File: src/rtl/mem_cache_if.sv
// CPU word port and 128-bit physical-memory line port of the LC-3b cache.
// The slave view belongs to the cache. The master view belongs to the core plus memory side.
interface mem_cache_if;
  logic         mem_read;
  logic         mem_write;
  logic [1:0]   mem_byte_enable;
  logic [15:0]  mem_address;
  logic [15:0]  mem_wdata;
  logic         mem_resp;
  logic [15:0]  mem_rdata;
  logic         pmem_read;
  logic         pmem_write;
  logic [15:0]  pmem_address;
  logic [127:0] pmem_wdata;
  logic [127:0] pmem_rdata;
  logic         pmem_resp;

  modport slave (
    input  mem_read, mem_write, mem_byte_enable, mem_address, mem_wdata,
    output mem_resp, mem_rdata,
    output pmem_read, pmem_write, pmem_address, pmem_wdata,
    input  pmem_rdata, pmem_resp
  );

  modport master (
    output mem_read, mem_write, mem_byte_enable, mem_address, mem_wdata,
    input  mem_resp, mem_rdata,
    input  pmem_read, pmem_write, pmem_address, pmem_wdata,
    output pmem_rdata, pmem_resp
  );
endinterface

File: src/rtl/mem_cache.sv
// Direct-mapped, write-through, write-allocate cache between the LC-3b word port and
// 128-bit line memory.
//   state      | meaning
//   IDLE       | serve read hits combinationally, decode new requests
//   MISS_FETCH | line fetch outstanding; fill the set on pmem_resp
//   WRITE_THRU | merged line being written to memory; acknowledge CPU on pmem_resp
module mem_cache #(
  parameter int SET_BITS = 3
) (
  input  logic       clk,
  input  logic       rst,
  mem_cache_if.slave bus
);
  localparam int NSETS = 1 << SET_BITS;
  localparam int TAG_W = 12 - SET_BITS;

  typedef enum logic [1:0] {IDLE, MISS_FETCH, WRITE_THRU} state_t;

  state_t             state, state_nxt;
  logic [NSETS-1:0]   valid;
  logic [TAG_W-1:0]   tag_arr  [NSETS];
  logic [127:0]       data_arr [NSETS];
  logic [127:0]       wdata_q;

  logic [TAG_W-1:0]    tag;
  logic [SET_BITS-1:0] idx;
  logic [2:0]          off;
  logic [127:0]        line, merged;
  logic                hit, fill_en, wr_hit_en;
  logic                unused_addr0;

  assign tag          = bus.mem_address[15:4+SET_BITS];
  assign idx          = bus.mem_address[3+SET_BITS:4];
  assign off          = bus.mem_address[3:1];
  assign unused_addr0 = bus.mem_address[0];
  assign line         = data_arr[idx];
  assign hit          = valid[idx] && (tag_arr[idx] == tag);

  always_comb begin
    merged = line;
    if (bus.mem_byte_enable[0]) merged[{off, 4'b0000} +: 8] = bus.mem_wdata[7:0];
    if (bus.mem_byte_enable[1]) merged[{off, 4'b1000} +: 8] = bus.mem_wdata[15:8];
  end

  assign bus.mem_rdata    = line[{off, 4'b0000} +: 16];
  assign bus.pmem_address = {tag, idx, 4'b0000};
  assign bus.pmem_wdata   = wdata_q;

  always_ff @(posedge clk) begin
    if (rst) begin
      state <= IDLE;
      valid <= '0;
    end else begin
      state <= state_nxt;
      if (fill_en) valid[idx] <= 1'b1;
    end
  end

  // Tag/data arrays carry no reset; validity alone decides whether a set is usable.
  always_ff @(posedge clk) begin
    if (!rst) begin
      if (fill_en) begin
        data_arr[idx] <= bus.pmem_rdata;
        tag_arr[idx]  <= tag;
      end
      if (wr_hit_en) begin
        data_arr[idx] <= merged;
        wdata_q       <= merged;
      end
    end
  end

  always_comb begin
    state_nxt      = state;
    bus.mem_resp   = 1'b0;
    bus.pmem_read  = 1'b0;
    bus.pmem_write = 1'b0;
    fill_en        = 1'b0;
    wr_hit_en      = 1'b0;
    case (state)
      IDLE: begin
        // A write takes priority if both request lines are ever high together.
        if (bus.mem_write) begin
          if (hit) begin
            wr_hit_en = 1'b1;
            state_nxt = WRITE_THRU;
          end else begin
            state_nxt = MISS_FETCH;
          end
        end else if (bus.mem_read) begin
          if (hit) bus.mem_resp = 1'b1;
          else     state_nxt    = MISS_FETCH;
        end
      end
      MISS_FETCH: begin
        bus.pmem_read = 1'b1;
        if (bus.pmem_resp) begin
          fill_en   = 1'b1;
          state_nxt = IDLE;
        end
      end
      WRITE_THRU: begin
        bus.pmem_write = 1'b1;
        if (bus.pmem_resp) begin
          bus.mem_resp = 1'b1;
          state_nxt    = IDLE;
        end
      end
      default: state_nxt = IDLE;
    endcase
  end
endmodule

File: src/flat_wrapper.sv
// flat-port wrapper written by rule: the top's interface ports become plain ports
module mem_cache_flat 
#(
  parameter int SET_BITS = 3
)
  (clk, rst, bus_mem_read, bus_mem_write, bus_mem_byte_enable, bus_mem_address, bus_mem_wdata, bus_mem_resp, bus_mem_rdata, bus_pmem_read, bus_pmem_write, bus_pmem_address, bus_pmem_wdata, bus_pmem_rdata, bus_pmem_resp);
  mem_cache_if bus_i ();
  input  logic clk;
  input  logic rst;
  input wire logic [$bits(bus_i.mem_read)-1:0] bus_mem_read;
  input wire logic [$bits(bus_i.mem_write)-1:0] bus_mem_write;
  input wire logic [$bits(bus_i.mem_byte_enable)-1:0] bus_mem_byte_enable;
  input wire logic [$bits(bus_i.mem_address)-1:0] bus_mem_address;
  input wire logic [$bits(bus_i.mem_wdata)-1:0] bus_mem_wdata;
  output wire logic [$bits(bus_i.mem_resp)-1:0] bus_mem_resp;
  output wire logic [$bits(bus_i.mem_rdata)-1:0] bus_mem_rdata;
  output wire logic [$bits(bus_i.pmem_read)-1:0] bus_pmem_read;
  output wire logic [$bits(bus_i.pmem_write)-1:0] bus_pmem_write;
  output wire logic [$bits(bus_i.pmem_address)-1:0] bus_pmem_address;
  output wire logic [$bits(bus_i.pmem_wdata)-1:0] bus_pmem_wdata;
  input wire logic [$bits(bus_i.pmem_rdata)-1:0] bus_pmem_rdata;
  input wire logic [$bits(bus_i.pmem_resp)-1:0] bus_pmem_resp;
  assign bus_i.mem_read = bus_mem_read;
  assign bus_i.mem_write = bus_mem_write;
  assign bus_i.mem_byte_enable = bus_mem_byte_enable;
  assign bus_i.mem_address = bus_mem_address;
  assign bus_i.mem_wdata = bus_mem_wdata;
  assign bus_mem_resp = bus_i.mem_resp;
  assign bus_mem_rdata = bus_i.mem_rdata;
  assign bus_pmem_read = bus_i.pmem_read;
  assign bus_pmem_write = bus_i.pmem_write;
  assign bus_pmem_address = bus_i.pmem_address;
  assign bus_pmem_wdata = bus_i.pmem_wdata;
  assign bus_i.pmem_rdata = bus_pmem_rdata;
  assign bus_i.pmem_resp = bus_pmem_resp;
  mem_cache #(.SET_BITS(SET_BITS)) u_core (.clk(clk), .rst(rst), .bus(bus_i));
endmodule
File: config.mk
export PLATFORM = sky130hd
export DESIGN_NAME = mem_cache_flat
export DESIGN_NICKNAME = d
export VERILOG_FILES = /design/src/rtl/mem_cache_if.sv /design/src/rtl/mem_cache.sv /design/src/flat_wrapper.sv
export SDC_FILE = /design/constraint.sdc
export NUM_CORES = 1
export LEC_CHECK = 0
export ABC_CLOCK_PERIOD_IN_PS = 18300
export CORE_ASPECT_RATIO = 2
export CORE_UTILIZATION = 40
export CTS_CLUSTER_SIZE = 40
export DETAILED_ROUTE_END_ITERATION = 6
export GPL_TIMING_DRIVEN = 0
export HOLD_SLACK_MARGIN = 0.06
export PLACE_DENSITY = 0.59
export RECOVER_POWER = 100
export SLEW_MARGIN = 20
export SYNTH_ARGS = -nofsm -noshare
export SYNTH_HDL_FRONTEND = slang
export SYNTH_SLANG_ARGS = --single-unit
File: constraint.sdc
create_clock -name clk -period 18.3 [get_ports clk]
set_input_delay 3.66 -clock clk [delete_from_list [all_inputs] [get_ports clk]]
set_output_delay 3.66 -clock clk [all_outputs]
set_load 0.005 [all_outputs]
# After elaboration in Yosys (flattened, before gate mapping)

Memory sizes are Yosys's and may differ from the RTL's.
Index checks and enable logic that the tools add are counted.

Multiplexer cells: 31
Add/subtract/negate cells: 2
$lt $le $gt $ge: 2
Shifts and indexed selects: 5
Equality and inequality tests: 6
Reductions and logical operators: 6
Bitwise operators: 3

Operator list:

| kind                                                               | number |
|---|---|
| two-way mux 128 bit                                                | 3 |
| bitwise mux 128 bit                                                | 2 |
| variable shift 8 x 9 -> 128 bit (first input constant)             | 2 |
| indexed part select 8 x 9 -> 128 bit                               | 2 |
| indexed part select 128 x 8 -> 16 bit                              | 1 |
| negator 7 -> 9 bit                                                 | 2 |
| two-way mux 1 bit                                                  | 17 |
| two-way mux 2 bit                                                  | 5 |
| == test 9 bit                                                      | 1 |
| OR 8 bit                                                           | 1 |
| != test 3 bit (second input constant)                              | 2 |
| < comparator 3 x 4 -> 1 bit (second input constant)                | 1 |
| case mux 2 bit (2 select lines)                                    | 1 |
| binary-select mux 1 bit (select 3 bit)                             | 1 |
| demux 1 bit (select 3 bit)                                         | 1 |
| greater-or-equal comparator 3 x 1 -> 1 bit (second input constant) | 1 |
| AND reduction 3 bit                                                | 1 |
| == test 2 x 1 -> 1 bit (second input constant)                     | 1 |
| == test 2 bit (second input constant)                              | 1 |
| logical AND 1 bit                                                  | 2 |
| logical NOT 2 bit                                                  | 1 |
| != test 2 x 1 -> 1 bit (second input constant)                     | 1 |
| case mux 1 bit (2 select lines)                                    | 1 |
| AND reduction 2 bit                                                | 1 |
| 3 further kinds                                                    | 3 |

Register bits after elaboration: 138
Memory bits (writable): 1096
Memories: 2

Memories:

| name            | depth | width | rd ports | clocked after memory_dff | wr ports | line            | source |
|---|---|---|---|---|---|---|---|
| u_core.data_arr | 8     | 128   | 1        | 0                        | 1        | mem_cache.sv:22 | `logic [127:0] data_arr [NSETS];` |
| u_core.tag_arr  | 8     | 9     | 1        | 0                        | 1        | mem_cache.sv:21 | `logic [TAG_W-1:0] tag_arr [NSETS];` |

# Logic depth before layout (Yosys ltp)

Gate-level depths: netlist of the first run.

Depth in word-level cells: 10
Depth in mapped cells: 14

# Least setup slack after synthesis of the first run

OpenSTA, ideal clock, no wires.

Path type: in2reg
From: in bus_mem_address[4]
To: reg u_core.wdata_q[0] (netlist: u_core.bus.pmem_wdata[0]) (enable)
Data required time: 17.372 ns
Stages: 8
Slack: 0.248 ns
Setup time: 0.928 ns
Data arrival time: 17.124 ns
Buffers on the path: 2
Cell sequence: buf_6 > buf_4 > nor3b_1 > a221oi_1 > a21oi_1 > xnor2_1 > nand3_1 > nor4_1

Longest elaborated chain between the ends: 7
Elaborated cells on any way between the ends: 9

Ends and longest elaborated chain:

| what                                                                                | line               | source |
|---|---|---|
| start, declared                                                                     | flat_wrapper.sv:13 | `input wire logic [$bits(bus_i.mem_address)-1:0] bus_mem_address;` |
| memory (8 x 9 bit) / binary-select mux 1 bit (select 3 bit) (equally long branches) | --                 |  |
| == test 9 bit / two-way mux 1 bit (equally long branches)                           | mem_cache.sv:37    | `assign hit = valid[idx] && (tag_arr[idx] == tag);` |
| logical AND 1 bit *                                                                 | mem_cache.sv:37    |  |
| two-way mux 1 bit *                                                                 | mem_cache.sv:84    | `if (hit) begin` |
| two-way mux 1 bit *                                                                 | mem_cache.sv:83    | `if (bus.mem_write) begin` |
| two-way mux 1 bit *                                                                 | mem_cache.sv:80    | `case (state)` |
| AND reduction 2 bit (no source line) *                                              | --                 |  |
| end signal, assigned                                                                | mem_cache.sv:68    | `wdata_q <= merged;` |
| end, declared                                                                       | mem_cache.sv:23    | `logic [127:0] wdata_q;` |

Mark *: on every way between the ends. The rest lies on a longest branch, timed or not. The select of a mux whose other input is x is not followed.
A chain may end at the register's enable or synchronous reset.

# Final worst setup path of the first run

From: in bus_mem_address[6]
To: out bus_mem_rdata[15]

Longest elaborated chain between the ends: 2

Ends and longest elaborated chain:

| what                                  | line               | source |
|---|---|---|
| memory (8 x 128 bit)                  | --                 |  |
| indexed part select 128 x 8 -> 16 bit | mem_cache.sv:45    | `assign bus.mem_rdata = line[{off, 4'b0000} +: 16];` |
| end, declared                         | flat_wrapper.sv:16 | `output wire logic [$bits(bus_i.mem_rdata)-1:0] bus_mem_rdata;` |

No other way between the ends.

==> reports/metrics.csv, run 1 <==
stage,metric,value,unit
status,status,"complete, but fails checks",
status,failing checks,"max-capacitance violations, max-slew violations",
detailed_routing,WL final,207,mm
sta,Setup-failing EPs final,0,
die,die extent in y,501,µm
worst_setup_path,Worst setup SP type,input port,
die,DIE WIDTH,252,µm
detailed_routing,residual DRC count,0,
final_layout,layout cell share with drive strength beyond 1,13.3,%
clock_network,clk buf depth,3,
worst_setup_path,"most used cell, CP",clkbuf_1,
yosys,largest family of logic cells by synthesized area,multiplexers,
global_route,pin count of the biggest net entering global routing,19,
worst_setup_path,CP Max Fanout,10,
sta,Worst-Margin Slew,2.32,ns
placed_design,post-placement cell count,4900,
yosys,Mapped Cells,2804,
die,Cell Rows,183,
yosys,"Warnings, synthesis",0,
worst_setup_path,cell family with most CP delay,buffers and inverters,
die,DIE AREA,0.126,mm²
final_layout,final std cells w/o fill,5119,
final_layout,Finished Cell Area,0.0593,mm²
sta,Min Hold Slack,0.456,ns
global_route,initial antenna violation count,22,
yosys,ys flop type,edfxtp_1,
worst_setup_path,Worst R2R Path Depth,15,
worst_setup_path,worst reg2reg startpoint,u_core.tag_arr[6][4]$_DFFE_PP_,
sta,fmax,64.4,MHz
worst_setup_path,crit path cell chain,dlygate4sd3_1 > clkbuf_1 > clkbuf_1 > clkbuf_1 > clkbuf_1 > clkbuf_1 > clkbuf_1 > mux2i_1 > o22ai_1 > a221oi_1 > a211oi_1 > o31a_1 > dlygate4sd3_1,
sta,post-route worst setup slack,2.77,ns
worst_setup_path,CP startpoint,bus_mem_address[6],
yosys,Synth Area in Adders,0.226,%
detailed_routing,routed vias,32300,
yosys,synth cell count leaders,"edfxtp_1, mux2_2, a21oi_1",
clock_network,clk_lat worst skew,0.77,ns
placed_design,DP Worst Slack,5.07,ns
sta,Worst Clk Skew,0.0543,ns
yosys,"EDFF count, synth",1224,
clock_network,total clock buffers created by CTS,106,
worst_setup_path,CP Depth,13,
worst_setup_path,max incr delay on CP,1.21,ns
global_route,gr usage total,32.7,%
yosys,most area-hungry cell type in the Yosys netlist,edfxtp_1,
worst_hold_path,min-delay worst type,reg -> reg,
global_route,vias in the first global route,31000,
die,number of placed I/O pins,330,
clock_network,CTS resizes,0,
placed_design,GPL Wtd Cong,1.00,
placed_design,dpl hpwl,150,mm
global_route,total grt overflow,0,
yosys,cell area after synthesis,0.0499,mm²
worst_setup_path,Worst EP required,14.64,ns
clock_network,CTS tree,yes,
power,leak pwr,19.2,nW
yosys,fraction of registers with async set/reset,0,%
sta,max-slew violation count,135,
clock_network,post-CTS setup buffers,0,
sta,final critical-path share of the clock period,84.9,%
sta,Slew HR,-54.8,%
sta,unrepaired setup endpoints after global routing,false,
clock_network,H-tree levels,3,
worst_hold_path,Hold Path Depth,1,
clock_network,Root Driver,clkbuf_16,
yosys,"count leader, synth",edfxtp_1,
final_layout,Nets,3520,
die,Starting Density,40.2,%
worst_setup_path,Worst Path Arrival,11.87,ns
detailed_routing,Wirelength per Cell,40.5,µm
worst_setup_path,crit end category,output pin,
worst_setup_path,Worst Setup Path Type,in -> out,
yosys,XOR/XNOR share of the synthesized area,0.140,%
power,pwr/cell area,104,mW/mm²
worst_hold_path,worst hold path startpoint,u_core.valid[5]$_SDFFE_PP0P_,
yosys,"Seq/Total Area, Yosys",74.1,%
power,total power,0.00618,W
yosys,Synth Area in Simple Gates,2.29,%
placed_design,dpl cell area,0.0578,mm²
worst_setup_path,CP max stage cell,a221oi_1,
sta,endpoints failing hold,0,
power,maximum vdd drop,90.8,µV
global_route,first-pass GRT wire length,272,mm
clock_network,# hold bufs at CTS,0,
detailed_routing,DRT iter0 DRCs,4540,
clock_network,clock slew at reported path FFs,0.07,ns
final_layout,area delta synth->final,18.9,%
detailed_routing,vias per cell,6.31,
yosys,synthesized area per cell,17.8,µm²
detailed_routing,post-route ant nets,0,
worst_setup_path,CP bufs+invs,8,
yosys,area share of the largest cell type after synthesis,73.7,%
die,core area,0.124,mm²
yosys,"flops & latches, synth",1234,
yosys,"top cells by area, synth","edfxtp_1, mux4_2, mux2_2",
yosys,mux cell area share after synthesis,12.9,%
yosys,Yosys cell types,61,
clock_network,clk sinks,1234,
job,max-cap check violation count,13,
yosys,post-synthesis compound-gate area fraction,8.31,%
detailed_routing,drt pass-1 iters,6,
placed_design,Port Buf Inserts,316,
sta,fin crit period,15.53,ns
==> worst register-to-register path: cells and delay by family (launching register included) <==
kind | cells | cell delay [ns]
compound gates | 2 | 0.66
xor+xnor | 1 | 0.12
buf+inv | 8 | 5.86
flops | 1 | 0.37
mux | 2 | 0.63
simple gates | 2 | 0.73
==> cell type report <==
class	instances	area, µm²
clock inverter	82	1010
timing repair buffer	429	3680
buffer	203	953
multi-input combinational	1354	11800
sequential	1234	37000
clock buffer	119	2720
antenna	17	42.5
tap	1665	2080
inverter	16	60.1
fill	10800	64800
==> path summary, 6_finish.rpt <==
| kind | to | slack [ns] |
|---|---|---|
| worst max-delay path | bus_mem_rdata[15] | 2.77 |
| worst min-delay path | u_core.valid[5]$_SDFFE_PP0P_ | 0.46 |
| worst max register to register | u_core.data_arr[3][100]$_DFFE_PP_ | 9.50 |
| worst min register to register | u_core.valid[5]$_SDFFE_PP0P_ | 0.46 |
==> flip-flops by register name, indices dropped and copies added (netlist names) <==
name,count
u_core.valid,8
u_core.state,2
u_core.data_arr,1024
u_core.tag_arr,72
u_core.bus.pmem_wdata,128
==> where the power goes <==
group | total (W) | switching [W] | internal (W)
combinational | 0.000575 | 0.000407 | 0.000167
clock | 0.00245 | 0.00109 | 0.00135
sequential | 0.00316 | 0.00000802 | 0.00315
total | 0.00618 | 0.00151 | 0.00467
==> kinds of logic (layout without fill, tap and decap cells) <==
group	count (synthesis)	in the layout
flip-flops	1234	1234
AO/OA/AOI/OAI	586	586
multiplexers	473	473
AND/OR/NAND/NOR	274	274
buffers and inverters	219	849
adder cells (fa/ha/maj)	9	9
XOR/XNOR	8	8
other	1	21
==> routing by layer <==
metal	GRT usage [%]	part of all wire, %	vias up
met5	0	0.057	-
met4	27.0	10	18
li1	-	-	12600
met2	51.5	46	2515
met3	6.73	10	668
met1	38.7	34	16500
==> metrics by stage <==
stage               setup TNS [ns]  utilization (%)
detailed placement               0             46.5
global placement          -6969.27             44.4
floorplan                        0                -
CTS                              0             49.5
finish                           0             47.8
global route                     0             47.8
==> cell usage in the layout, fill, tap and decap left out, types with 9 or more instances in the layout <==
cell,n
edfxtp_1,1224
clkbuf_1,211
a21oi_1,170
dlygate4sd3_1,159
clkdlybuf4s50_1,157
mux2_1,156
a221oi_1,152
mux2i_1,140
nor2_1,119
clkbuf_16,107
nand2_1,102
mux4_2,102
mux2_2,75
o22ai_1,57
a22o_1,50
a22oi_1,42
buf_2,41
o21ai_0,38
clkbuf_2,30
clkinv_1,22
clkinv_2,21
bufinv_16,19
diode_2,17
buf_1,15
inv_1,13
a221o_1,13
buf_4,12
nor2b_1,11
o221ai_1,11
o22a_1,11
clkbuf_4,10
dfxtp_1,10
nand3_1,9
a21o_1,9
ha_1,9
Power figures use the tool's default switching activity.
==> run 2: changes to the inputs <==
--- a/config.mk
+++ b/config.mk
@@ -5,14 +5,14 @@
 export SDC_FILE = /design/constraint.sdc
 export NUM_CORES = 1
 export LEC_CHECK = 0
-export ABC_CLOCK_PERIOD_IN_PS = 18300
+export ABC_CLOCK_PERIOD_IN_PS = 15050
 export CORE_ASPECT_RATIO = 2
 export CORE_UTILIZATION = 40
 export CTS_CLUSTER_SIZE = 40
 export DETAILED_ROUTE_END_ITERATION = 6
 export GPL_TIMING_DRIVEN = 0
 export HOLD_SLACK_MARGIN = 0.06
-export PLACE_DENSITY = 0.59
+export PLACE_DENSITY = 0.57
 export RECOVER_POWER = 100
 export SLEW_MARGIN = 20
 export SYNTH_ARGS = -nofsm -noshare
==> constraint.sdc (replaced) <==
create_clock -name clk -period 15.05 [get_ports clk]
set_input_delay 3.01 -clock clk [delete_from_list [all_inputs] [get_ports clk]]
set_output_delay 3.01 -clock clk [all_outputs]
set_load 0.005 [all_outputs]
==> run 2 against run 1 <==
Against the previous run: the run ends with design-rule violations, max-capacitance violations, max-slew violations left; sequential share of layout area up 0.23 points; sequential power up 22%; routed wire length up 6.2%; clock skew down 0.028 ns; flip-flop and latch count unchanged; count of clock-buffer cells in the layout up 10; via count down 0.18%; setup slack worse by 1.6 ns; critical path depth down 1; utilization down 0.18 points; cell area down 0.37%; total power up 20%.
==> reports/metrics.csv, run 2 (synthesis results as in run 1) <==
stage,metric,value,unit
worst_setup_path,cell family with most CP delay,buffers and inverters,
final_layout,Fillers,10700,
power,leak pwr,19.1,nW
die,DIE AREA,0.126,mm²
detailed_routing,met3 WL,20.4,mm
worst_setup_path,crit end category,output pin,
detailed_routing,metal2 WL,103,mm
die,core area,0.124,mm²
die,Cell Rows,183,
power,Int Power,0.00559,W
sta,max-slew violation count,192,
sta,Setup-failing EPs final,0,
global_route,pin count of the biggest net entering global routing,18,
placed_design,GPL Wtd Cong,1.00,
worst_setup_path,Worst Path Arrival,10.82,ns
global_route,initial antenna violation count,24,
global_route,first-pass GRT wire length,290,mm
worst_setup_path,CP max stage cell,clkbuf_1,
sta,endpoints failing hold,0,
clock_network,CTS resizes,0,
detailed_routing,vias per cell,6.33,
clock_network,post-CTS setup buffers,0,
final_layout,"commonest cells after routing, fill and taps aside","edfxtp_1, clkbuf_1, a21oi_1",
clock_network,Root Driver,clkbuf_16,
sta,post-route worst setup slack,1.22,ns
placed_design,DP Worst Slack,2.83,ns
worst_setup_path,Worst Setup Path Type,in -> out,
status,failing checks,"design-rule violations, max-capacitance violations, max-slew violations",
sta,final critical-path share of the clock period,91.9,%
clock_network,# hold bufs at CTS,0,
power,total power,0.00740,W
final_layout,Largest Register,u_core.data_arr,
clock_network,total clock buffers created by CTS,106,
final_layout,max reg flops,1024,
worst_setup_path,"most used cell, CP",clkbuf_1,
die,number of placed I/O pins,330,
die,die extent in y,501,µm
power,Net Sw Frac,24.5,%
detailed_routing,routed vias,32200,
clock_network,clk buf depth,3,
detailed_routing,Wirelength per Cell,43.2,µm
sta,Worst Clk Skew,0.0267,ns
sta,Min Hold Slack,0.455,ns
clock_network,clk_lat worst skew,0.75,ns
worst_setup_path,Worst setup SP type,input port,
clock_network,CTS tree,yes,
detailed_routing,highest metal used,met5,
final_layout,area delta synth->final,18.4,%
status,status,"complete, but fails checks",
global_route,total grt overflow,0,
worst_setup_path,max incr delay on CP,1.25,ns
die,Starting Density,40.2,%
placed_design,dpl hpwl,162,mm
power,maximum vdd drop,83.7,µV
power,pwr/cell area,125,mW/mm²
power,Seq pwr share,51.9,%
sta,Worst-Margin Slew,2.53,ns
global_route,gr usage total,34.9,%
global_route,vias in the first global route,31800,
detailed_routing,DRT met1 WL,75.7,mm
worst_setup_path,CP bufs+invs,6,
sta,unrepaired setup endpoints after global routing,false,
power,clock share of power,38.5,%
worst_setup_path,crit path cell chain,dlygate4sd3_1 > clkbuf_1 > buf_2 > clkbuf_1 > clkbuf_1 > nand2_1 > nor2_2 > a221o_1 > o22ai_1 > a221o_1 > mux2i_1 > dlygate4sd3_1,
worst_setup_path,Worst EP required,12.04,ns
detailed_routing,DRT iter0 DRCs,4348,
die,DIE WIDTH,252,µm
worst_setup_path,CP Max Fanout,10,
final_layout,"most common cell after layout, fill and taps aside",edfxtp_1,
sta,fin crit period,13.83,ns
detailed_routing,residual DRC count,18,
detailed_routing,WL final,220,mm
sta,fmax,72.3,MHz
placed_design,Port Buf Inserts,316,
worst_hold_path,min-delay worst type,reg -> reg,
final_layout,Nets,3514,
power,share of total power in combinational logic,9.6,%
sta,setup TNS,0,ns
detailed_routing,drt pass-1 iters,7,
final_layout,layout cell share with drive strength beyond 1,13.5,%
clock_network,clk sinks,1234,
detailed_routing,post-route ant nets,0,
clock_network,H-tree levels,3,
job,max-cap check violation count,19,
clock_network,clock slew at reported path FFs,0.06,ns
power,NetSw,0.00182,W
sta,Slew HR,-69.1,%
## run 2: cell count changes in the layout (fill, tap and decap cells not counted), sizes merged, moves of 3 or more
cell      before  now
clkinv        54   39
diode         17    7
clkbuf       358  366
bufinv        19   13
buf           77   73
clkinvlp       7   10
## run 2: path summary, 6_finish.rpt
kind	startpoint	endpoint	slack, ns	cells after the start
max reg2reg	u_core.tag_arr[5][0]$_DFFE_PP_	u_core.data_arr[0][93]$_DFFE_PP_	5.03	14
max	bus_mem_address[5]	bus_mem_rdata[9]	1.22	12
min reg2reg	u_core.valid[6]$_SDFFE_PP0P_	u_core.valid[6]$_SDFFE_PP0P_	0.45	1
min	u_core.valid[6]$_SDFFE_PP0P_	u_core.valid[6]$_SDFFE_PP0P_	0.45	1
## run 2: metrics by stage
stage | utilization, % | instance area [µm²] | std cells
detailed placement | 46.6 | 57900 | 4895
global placement | 44.4 | 55200 | 4788
floorplan | - | 49900 | 2807
global route | 47.6 | 59100 | 5092
finish | 47.6 | 59100 | 5097
CTS | 49.5 | 61400 | 5090
## run 2: layer usage
layer	vias to the layer above	track usage (%)
met5	-	0
li1	12500	-
met4	6	27.3
met1	16600	41.4
met3	656	6.26
met2	2466	56.3
## run 2: final cells by class
class	count	area, µm²	share of cell area [%]
Antenna cell	7	17.5	0.0296
Timing Repair Buffer	423	3660	6.19
Multi-Input combinational cell	1354	11800	20.0
Clock inverter	66	729	1.23
Tap cell	1665	2080	3.53
Sequential cell	1234	37000	62.5
Clock buffer	129	2790	4.72
Buffer	203	987	1.67
Inverter	16	60.1	0.102
## run 2: power groups by stage
stage                     registers [W]  logic (W)  clock network (W)
after floorplan                 0.00392   0.000307                  0
after global placement          0.00394   0.000688                  0
after detailed placement        0.00391   0.000733                  0
after CTS                       0.00384   0.000738            0.00286
after global routing            0.00384   0.000715            0.00298
final                           0.00384   0.000714            0.00285
